--- src/rtl/ysyx_25040101_mem_arbiter.sv ---
// ysyx_25040101_mem_arbiter: round-robin IFU/LSU arbiter onto one memory port with response timeout
module ysyx_25040101_mem_arbiter #(
  parameter int TIMEOUT_CYCLES = 255,
  parameter int CNT_W = 8
) (
  input  logic        clk,
  input  logic        rst,
  input  logic        ifu_req_valid_i,
  output logic        ifu_req_ready_o,
  input  logic [31:0] ifu_addr_i,
  output logic        ifu_resp_valid_o,
  output logic [31:0] ifu_rdata_o,
  output logic        ifu_resp_err_o,
  input  logic        lsu_req_valid_i,
  output logic        lsu_req_ready_o,
  input  logic [31:0] lsu_addr_i,
  input  logic        lsu_wen_i,
  input  logic [31:0] lsu_wdata_i,
  input  logic [3:0]  lsu_wmask_i,
  output logic        lsu_resp_valid_o,
  output logic [31:0] lsu_rdata_o,
  output logic        lsu_resp_err_o,
  output logic        mem_req_valid_o,
  input  logic        mem_req_ready_i,
  output logic [31:0] mem_addr_o,
  output logic        mem_wen_o,
  output logic [31:0] mem_wdata_o,
  output logic [3:0]  mem_wmask_o,
  input  logic        mem_resp_valid_i,
  input  logic [31:0] mem_rdata_i,
  input  logic        mem_resp_err_i
);
  typedef enum logic [1:0] {IDLE, ISSUE, WAIT, RESP} state_t;
  localparam bit TO_EN = TIMEOUT_CYCLES != 0;
  localparam logic [CNT_W-1:0] LIMIT = CNT_W'(TIMEOUT_CYCLES > 0 ? TIMEOUT_CYCLES - 1 : 0);
  state_t state;
  logic last_owner, owner;
  logic [CNT_W-1:0] cnt;
  logic idle, done;
  logic [31:0] resp_rdata;
  logic resp_err;
  // owner/last_owner encoding: 0 = IFU, 1 = LSU; readys are forced low while reset is held
  assign idle = state == IDLE && !rst;
  assign ifu_req_ready_o = idle && ifu_req_valid_i && (!lsu_req_valid_i || last_owner);
  assign lsu_req_ready_o = idle && lsu_req_valid_i && (!ifu_req_valid_i || !last_owner);
  assign done = mem_resp_valid_i || (TO_EN && cnt == LIMIT);
  assign resp_rdata = mem_resp_valid_i ? mem_rdata_i : '0;
  assign resp_err = !mem_resp_valid_i || mem_resp_err_i;
  always_ff @(posedge clk or posedge rst) begin
    if (rst) begin
      state <= IDLE;
      last_owner <= 1'b1;
      owner <= 1'b0;
      cnt <= '0;
      mem_req_valid_o <= 1'b0;
      mem_addr_o <= '0;
      mem_wen_o <= 1'b0;
      mem_wdata_o <= '0;
      mem_wmask_o <= '0;
      ifu_resp_valid_o <= 1'b0;
      ifu_rdata_o <= '0;
      ifu_resp_err_o <= 1'b0;
      lsu_resp_valid_o <= 1'b0;
      lsu_rdata_o <= '0;
      lsu_resp_err_o <= 1'b0;
    end else begin
      ifu_resp_valid_o <= 1'b0;
      lsu_resp_valid_o <= 1'b0;
      case (state)
        IDLE: if (ifu_req_ready_o || lsu_req_ready_o) begin
          owner <= lsu_req_ready_o;
          last_owner <= lsu_req_ready_o;
          mem_addr_o <= lsu_req_ready_o ? lsu_addr_i : ifu_addr_i;
          mem_wen_o <= lsu_req_ready_o && lsu_wen_i;
          mem_wdata_o <= lsu_req_ready_o ? lsu_wdata_i : '0;
          mem_wmask_o <= (lsu_req_ready_o && lsu_wen_i) ? lsu_wmask_i : 4'h0;
          mem_req_valid_o <= 1'b1;
          state <= ISSUE;
        end
        ISSUE: if (mem_req_ready_i) begin
          mem_req_valid_o <= 1'b0;
          cnt <= '0;
          state <= WAIT;
        end
        WAIT: if (done) begin
          ifu_resp_valid_o <= !owner;
          lsu_resp_valid_o <= owner;
          if (owner) begin
            lsu_rdata_o <= resp_rdata;
            lsu_resp_err_o <= resp_err;
          end else begin
            ifu_rdata_o <= resp_rdata;
            ifu_resp_err_o <= resp_err;
          end
          state <= RESP;
        end else begin
          cnt <= cnt + 1'b1;
        end
        default: state <= IDLE;
      endcase
    end
  end
endmodule

--- config.mk ---
export PLATFORM = sky130hd
export DESIGN_NAME = ysyx_25040101_mem_arbiter
export DESIGN_NICKNAME = d
export VERILOG_FILES = /design/src/rtl/ysyx_25040101_mem_arbiter.sv
export SDC_FILE = /design/constraint.sdc
export NUM_CORES = 1
export LEC_CHECK = 0
export ABC_CLOCK_PERIOD_IN_PS = 7500
export CAP_MARGIN = 20
export CORE_MARGIN = 2
export CORE_UTILIZATION = 28
export DETAILED_ROUTE_END_ITERATION = 10
export PLACE_DENSITY = 0.63
export SLEW_MARGIN = 5
export SYNTH_ARGS = -nofsm -noshare
export SYNTH_HDL_FRONTEND = slang
export SYNTH_SLANG_ARGS = --single-unit
--- constraint.sdc ---
create_clock -name clk -period 7.5 [get_ports clk]
set_input_delay 2.25 -clock clk [delete_from_list [all_inputs] [get_ports clk]]
set_output_delay 2.25 -clock clk [all_outputs]
set_load 0.05 [all_outputs]
-- Yosys cells after proc, flatten, opt, wreduce, memory -nomap -nowiden
Index checks and enable logic that the tools add are counted.
- register bits: 150
- output and inout bits: 140
- input port bits: 140
- logic and storage cells: 68
- bitwise operators: 1
- muxes and demuxes: 18
- equal/unequal tests: 7
- add/sub/neg operators: 1
- reduce and logical (&&, ||, !) cells: 26
- operator list (operator ; number):
    32-bit two-way mux ; 3
    8-bit two-way mux ; 2
    8-bit one-hot mux with 2 select lines ; 1
    3-bit AND reduction ; 5
    8-bit by 1-bit adder with 8-bit output (second input constant) ; 1
    8-bit equality test (second input constant) ; 1
    1-bit logical AND ; 6
    1-bit logical NOT ; 6
    1-bit two-way mux ; 6
    2-bit two-way mux ; 3
    2-bit inequality test (second input constant) ; 3
    2-bit one-hot mux with 3 select lines ; 1
    1-bit logical OR ; 5
    4-bit two-way mux ; 1
    2-bit nonzero test ; 2
    2-bit by 1-bit equality test with 1-bit output (second input constant) ; 1
    2-bit equality test (second input constant) ; 1
    2-bit logical NOT ; 1
    2-bit by 1-bit inequality test with 1-bit output (second input constant) ; 1
    1-bit one-hot mux with 2 select lines ; 1
    2-bit AND reduction ; 1
    1-bit NOT ; 1

-- Longest topological paths before layout
Gate-level depths: netlist (run 1).
- word-level depth: 7
- gate-level depth with buffers: 9
- depth with buffers taken out: 7

-- Worst setup path before layout (run 1)
Ideal clock, no wire load.
- path type: input to output
- start point: input port rst
- end point: output port lsu_req_ready_o
- path buffers: 1
- stages: 4
- data required time: 5250 ps
- arrival: 3214 ps
- setup slack: 2036 ps
- cells stage by stage: nor2b_2 > nand3_1 > inv_2 > clkbuf_1
- cells in the longest elaborated chain, start to end: 4
- ends and longest elaborated chain (item ; RTL line ; text):
    start: declaration ; 7 ; input logic rst,
    1-bit logical NOT (no line) ; -- ;
    1-bit logical AND ; 43 ; assign idle = state == IDLE && !rst;
    1-bit logical AND (2 in a row) ; 45 ; assign lsu_req_ready_o = idle && lsu_req_valid_i && (!ifu_req_valid_i || !last_owner);
    end: declaration ; 15 ; output logic lsu_req_ready_o,
No other way between the ends.

-- Final worst setup path (run 1)
- start point: input port rst
- end point: output port ifu_req_ready_o
- cells in the longest elaborated chain, start to end: 4
- ends and longest elaborated chain (item ; RTL line ; text):
    1-bit logical NOT (no line) ; -- ;
    1-bit logical AND ; 43 ;
    1-bit logical AND (2 in a row) ; 44 ; assign ifu_req_ready_o = idle && ifu_req_valid_i && (!lsu_req_valid_i || last_owner);
    end: declaration ; 9 ; output logic ifu_req_ready_o,
No other way between the ends.

==> results of run 1 <==
[layout make-up]
class                   instances  area share [%]
well taps                     275            3.60
repair buffers                286            30.0
clock buffers                  18            4.49
inverters                      13           0.563
clock inverters                14            1.45
flip-flops and latches        150            39.3
multi-input cells             299            20.6
diodes                          2          0.0524
[sequential cells by signal (all words and copies together) (netlist names)]
name / flops
state: 2
mem_wdata_o: 32
lsu_resp_err_o: 1
mem_addr_o: 32
mem_req_valid_o: 1
lsu_rdata_o: 32
mem_wmask_o: 4
ifu_rdata_o: 32
ifu_resp_valid_o: 1
mem_wen_o: 1
last_owner: 1
lsu_resp_valid_o: 1
cnt: 8
owner: 1
ifu_resp_err_o: 1
[Yosys cell counts, types with 3 or more instances]
| master | n | share of area, % |
|---|---|---|
| dfrtp_1 | 149 | 62 |
| ha_1 | 6 | 1.3 |
| nor2_1 | 36 | 2.3 |
| a22o_1 | 97 | 14 |
| a32o_1 | 4 | 0.67 |
| buf_6 | 8 | 1.5 |
| a31oi_1 | 34 | 3.6 |
| o21ai_0 | 7 | 0.59 |
| clkbuf_1 | 11 | 0.69 |
| buf_2 | 14 | 1.2 |
| nand3_1 | 6 | 0.50 |
| nand2_1 | 76 | 4.8 |
| inv_1 | 11 | 0.69 |
| o211ai_1 | 3 | 0.38 |
[how the worst max path moves through the flow]
stage	cells past startpoint	startpoint	slack, ps	end
2_1_floorplan	1	rst	1220	cnt[0]
6_report	5	rst	1910	ifu_req_ready_o
4_1_cts	5	rst	1910	ifu_req_ready_o
5_1_grt	5	rst	1850	ifu_req_ready_o
3_5_place_dp	5	rst	1920	ifu_req_ready_o
3_3_place_gp	5	rst	1910	ifu_req_ready_o
[worst register-to-register path, delay by kind of cell, from the launching register on]
family	cells	cell delay [ps]
buffers and inverters	4	810
AND/OR/NAND/NOR	3	760
flip-flops	1	380
adder cells (fa/ha/maj)	1	250
AO/OA/AOI/OAI	1	150
[through the flow]
| step | instance area, um2 | utilization, % | total power, mW | instances |
|---|---|---|---|---|
| global placement | 8980 | 42.9 | 4.20 | 1023 |
| detailed placement | 8980 | 42.9 | 4.22 | 1023 |
| CTS | 9550 | 45.6 | 5.08 | 1055 |
| global route | 9550 | 45.6 | 5.25 | 1056 |
| finish | 9560 | 45.6 | 5.02 | 1057 |
| floorplan | 5970 | - | 3.23 | 497 |
[where the power goes]
group / switching (mW) / internal (mW)
registers: 0.220 / 1.19
clock network: 0.373 / 0.465
logic: 1.80 / 0.982
total: 2.39 / 2.63
[layer usage]
layer | up-vias | track usage, % | part of all wire [%]
met5 | - | 0 | 0
met4 | 0 | 5.71 | 2.2
met3 | 26 | 4.48 | 4.8
met2 | 151 | 27.3 | 50
met1 | 2461 | 21.4 | 43
li1 | 2342 | - | -
[cells by family after synthesis]
logic type / Yosys count / synth area share (%)
xor gates and xnor gates: 1 / 0.147
adders and majority gates: 6 / 1.26
AOI/OAI and AO/OA: 158 / 21.3
DFF: 150 / 62.9
buffers and inverters: 48 / 4.38
and+or+nand+nor: 131 / 9.52
muxes: 3 / 0.545
==> run metrics, run 1 <==
# fillers=1978; cts repair resizes=0; worst path cell trace=clkdlybuf4s50_1, nor2b_2, nand3_2, inv_2, buf_12; largest net degree at the start of global routing=101; Min-Delay Startpoint=last_owner; number of endpoints with negative hold slack in the final report=0; Hold Path Cell Cnt=2; clock buffers created by TritonCTS=17; ratio of cells with drive above 1 in the final layout=7.31%; largest delay contributor family on the critical path=buffers and inverters; endpoint type of the worst setup path=primary output; total iterations of the first detailed-routing run=4; worst hold path endpoint=last_owner; master cell of the clock root buffer=clkbuf_16; Max Fclk=179 MHz; number of buffers added to fix hold violations after cts=0; DR iter-0 viols=265; class of the tightest hold or removal check=register to register; Yosys warnings=0; unrepaired setup endpoints after global routing=false; post-route minimum period=5590 ps; post-synthesis instance area=5970 um2; total grt overflow=0; Post-Synthesis Mean Instance Area=12.0 um2; Critical path buffers and inverters=3; count of vias placed by the detailed router=4980; critical path peak fanout=3; sequential fraction of the synthesis area=62.9%; buffers inserted by post-CTS timing repair=0; run status=finished, final reports clean; register clock-pin slew on the reported worst setup and hold paths=60 ps; number of enable flip-flop cells after synthesis=0; layout net count=913; slowest stage cell on the critical path=clkdlybuf4s50_1; residual antenna-violating net count after detailed routing=0; Unique masters post-synth=42; CTS sink cnt=150; power per cell area=525 nW/um2; DRC errors left=0; flops & latches, synth=150; number of setup violations in the final report=0; row count=53; number of maximum-capacitance violations=0; die footprint=22500 um2; total wire length=18900 um; CTS H-tree depth=4; worst vdd rail ir drop=0.265 mV; hold_ws=475 ps; highest cell delay on the worst timing path=520 ps; Required @ worst endpoint=5250 ps; effective utilization at floorplan=28.5%; total count of max-transition violations in the final report=0; most used flip-flop cell after synthesis=dfrtp_1; final worst path period share=74.5%; weighted congestion reported at the end of routability-driven placement=0.796; relative max-transition margin=38.2%; area of the placeable core=21000 um2; final clock skew=10.2 ps; insertion delay of the later-clocked pin in the worst-skew pair=420 ps; layout overhead on the synthesized area=60.1%; synthesized net count=643; antenna violations before repair=2; clock tree from TritonCTS=yes; final HPWL from detailed placement=13000 um; R2R depth=9; most common library cell in the layout ignoring fill and taps=clkdlybuf4s50_1; global-route wire length before repair=28800 um; Final Worst Setup Slack=1910 ps; Worst Max-Slew Pin Slew=927 ps; port bufs=279; Critical Path Start Type=input pin; synthesized instance count=497; reg2reg start=state[0]; sum of negative setup slack=0 ps; Worst Setup Path Type=input pin to primary output; io pins=280; average detailed-routed wire length per instance=17.9 um; post-synthesis async set-or-reset flop share=100%; clk buf depth=2; register-to-register path setup slack=5030 ps; FF-to-FF End=mem_req_valid_o; most used cells in the layout excluding fill and tap cells=277 x clkdlybuf4s50_1, 149 x dfrtp_1, 97 x a22o_1; Worst EP arrival=3340 ps; static power due to leakage=4.14 nW; footprint of the multi-input gates=1960 um2; die extent in x=150 um; routed vias/inst=4.71; Reg area=3750 um2; total global-route track usage=16.7%; height of the chip=150 um; vias in the first global route=5095; worst slack at placement=1920 ps
(Power assumes the default switching activity.)
==> inputs of run 2 (changes only) <==
--- a/config.mk
+++ b/config.mk
@@ -5,7 +5,7 @@
 export SDC_FILE = /design/constraint.sdc
 export NUM_CORES = 1
 export LEC_CHECK = 0
-export ABC_CLOCK_PERIOD_IN_PS = 7500
+export ABC_CLOCK_PERIOD_IN_PS = 5790
 export CAP_MARGIN = 20
 export CORE_MARGIN = 2
 export CORE_UTILIZATION = 28
==> constraint.sdc (replaced) <==
create_clock -name clk -period 5.79 [get_ports clk]
set_input_delay 1.737 -clock clk [delete_from_list [all_inputs] [get_ports clk]]
set_output_delay 1.737 -clock clk [all_outputs]
set_load 0.05 [all_outputs]
==> run metrics, run 2 (synthesis gave the netlist of run 1 again) <==
Worst EP arrival=2880 ps; worst vdd rail ir drop=0.325 mV; register clock-pin slew on the reported worst setup and hold paths=60 ps; weighted congestion reported at the end of routability-driven placement=0.843; unrepaired setup endpoints after global routing=false; area of the placeable core=21000 um2; power per cell area=683 nW/um2; final worst path period share=79.8%; static power due to leakage=4.18 nW; Max Fclk=217 MHz; cell count after placement=1024; Hold Path Cell Cnt=2; vias in the first global route=5049; residual antenna-violating net count after detailed routing=0; master cell of the clock root buffer=clkbuf_16; row count=53; reg2reg start=state[0]; Final Non-Filler Cells=1057; combinational share of power=54.9%; number of buffers added to fix hold violations after cts=0; global-route wire length before repair=29000 um; average detailed-routed wire length per instance=17.8 um; final clock skew=10.8 ps; clock tree from TritonCTS=yes; Switching Share=47.1%; ratio of cells with drive above 1 in the final layout=7.30%; class of the tightest hold or removal check=register to register; final HPWL from detailed placement=12800 um; footprint of the multi-input gates=1960 um2; total iterations of the first detailed-routing run=6; die footprint=22500 um2; Worst Max-Slew Pin Slew=821 ps; P_sw=3.09 mW; share of power burned in the clock network=17.3%; relative max-transition margin=45.2%; DRC errors left=0; post-route minimum period=4620 ps; number of endpoints with negative hold slack in the final report=0; insertion delay of the later-clocked pin in the worst-skew pair=420 ps; cts repair resizes=0; Critical Path Start Type=input pin; R2R depth=9; largest net degree at the start of global routing=89; total count of max-transition violations in the final report=0; number of setup violations in the final report=0; number of maximum-capacitance violations=0; total wire length=18900 um; FF-to-FF End=mem_wdata_o[30]; layout overhead on the synthesized area=61.0%; total grt overflow=0; height of the chip=150 um; die extent in x=150 um; buffers inserted by post-CTS timing repair=0; port bufs=279; Required @ worst endpoint=4050 ps; CTS sink cnt=150; critical path peak fanout=3; total global-route track usage=16.9%; run status=finished, final reports clean; routed vias/inst=4.67; most common library cell in the layout ignoring fill and taps=clkdlybuf4s50_1; clock buffers created by TritonCTS=17; clk buf depth=2; Reg area=3750 um2; effective utilization at floorplan=28.5%; io pins=280; Min-Delay Startpoint=last_owner; # fillers=1975; CTS H-tree depth=4; register-to-register path setup slack=3290 ps; layout net count=914; most used cells in the layout excluding fill and tap cells=277 x clkdlybuf4s50_1, 149 x dfrtp_1, 97 x a22o_1; sum of negative setup slack=0 ps; endpoint type of the worst setup path=primary output; Worst Setup Path Type=input pin to primary output; count of vias placed by the detailed router=4937; DR iter-0 viols=186; proportion of power drawn by flip-flops and latches=27.8%; worst hold path endpoint=last_owner; antenna violations before repair=2; Power Internal=3.47 mW
-- run 2: final cells by class --
type | instances | share of cell area, %
flip-flops and latches | 150 | 39.1
multi-input cells | 299 | 20.4
clock inverters | 13 | 1.68
clock buffers | 19 | 4.61
diodes | 1 | 0.0260
repair buffers | 287 | 30.0
well taps | 275 | 3.58
inverters | 13 | 0.560
-- run 2: worst max-delay path by stage --
stage                     from               to  slack [ps]
final                      rst  ifu_req_ready_o        1170
after global routing       rst  ifu_req_ready_o        1130
after CTS                  rst  ifu_req_ready_o        1160
after detailed placement   rst  ifu_req_ready_o        1170
after global placement     rst  ifu_req_ready_o        1190
after floorplan            rst           cnt[0]          20
-- run 2: per-layer routing --
layer,GRT usage [%],wire (um),up-vias
met3,4.24,934,27
met1,22.5,8380,2407
met5,0,0,-
met2,26.4,9090,158
met4,6.37,440,0
li1,-,-,2345
-- run 2: critical path: stages --
cell             delay (ps)
clkdlybuf4s50_1         550
nor2b_2                 220
nand3_2                 130
inv_2                   100
buf_12                  130
-- run 2: power by group through the flow --
stage	Sequential [mW]	Combinational (mW)	Clock [mW]
2_1_floorplan	3.41	0.766	0
3_3_place_gp	1.83	3.61	0
3_5_place_dp	1.83	3.64	0
4_1_cts	1.82	3.64	1.18
5_1_grt	1.88	3.77	1.22
6_report	1.82	3.61	1.14
-- run 2: per-stage QoR --
stage                     utilization, %  cell area, um2  total power [mW]  setup WS [ps]  hold slack [ps]
after CTS                           45.8            9610              6.64           1160              481
after global placement              43.0            9000              5.44           1190              467
after global routing                45.9            9610              6.87           1130              510
after floorplan                        -            5970              4.18           18.3              444
final                               45.9            9610              6.56           1170              483
after detailed placement            43.0            9000              5.46           1170              471
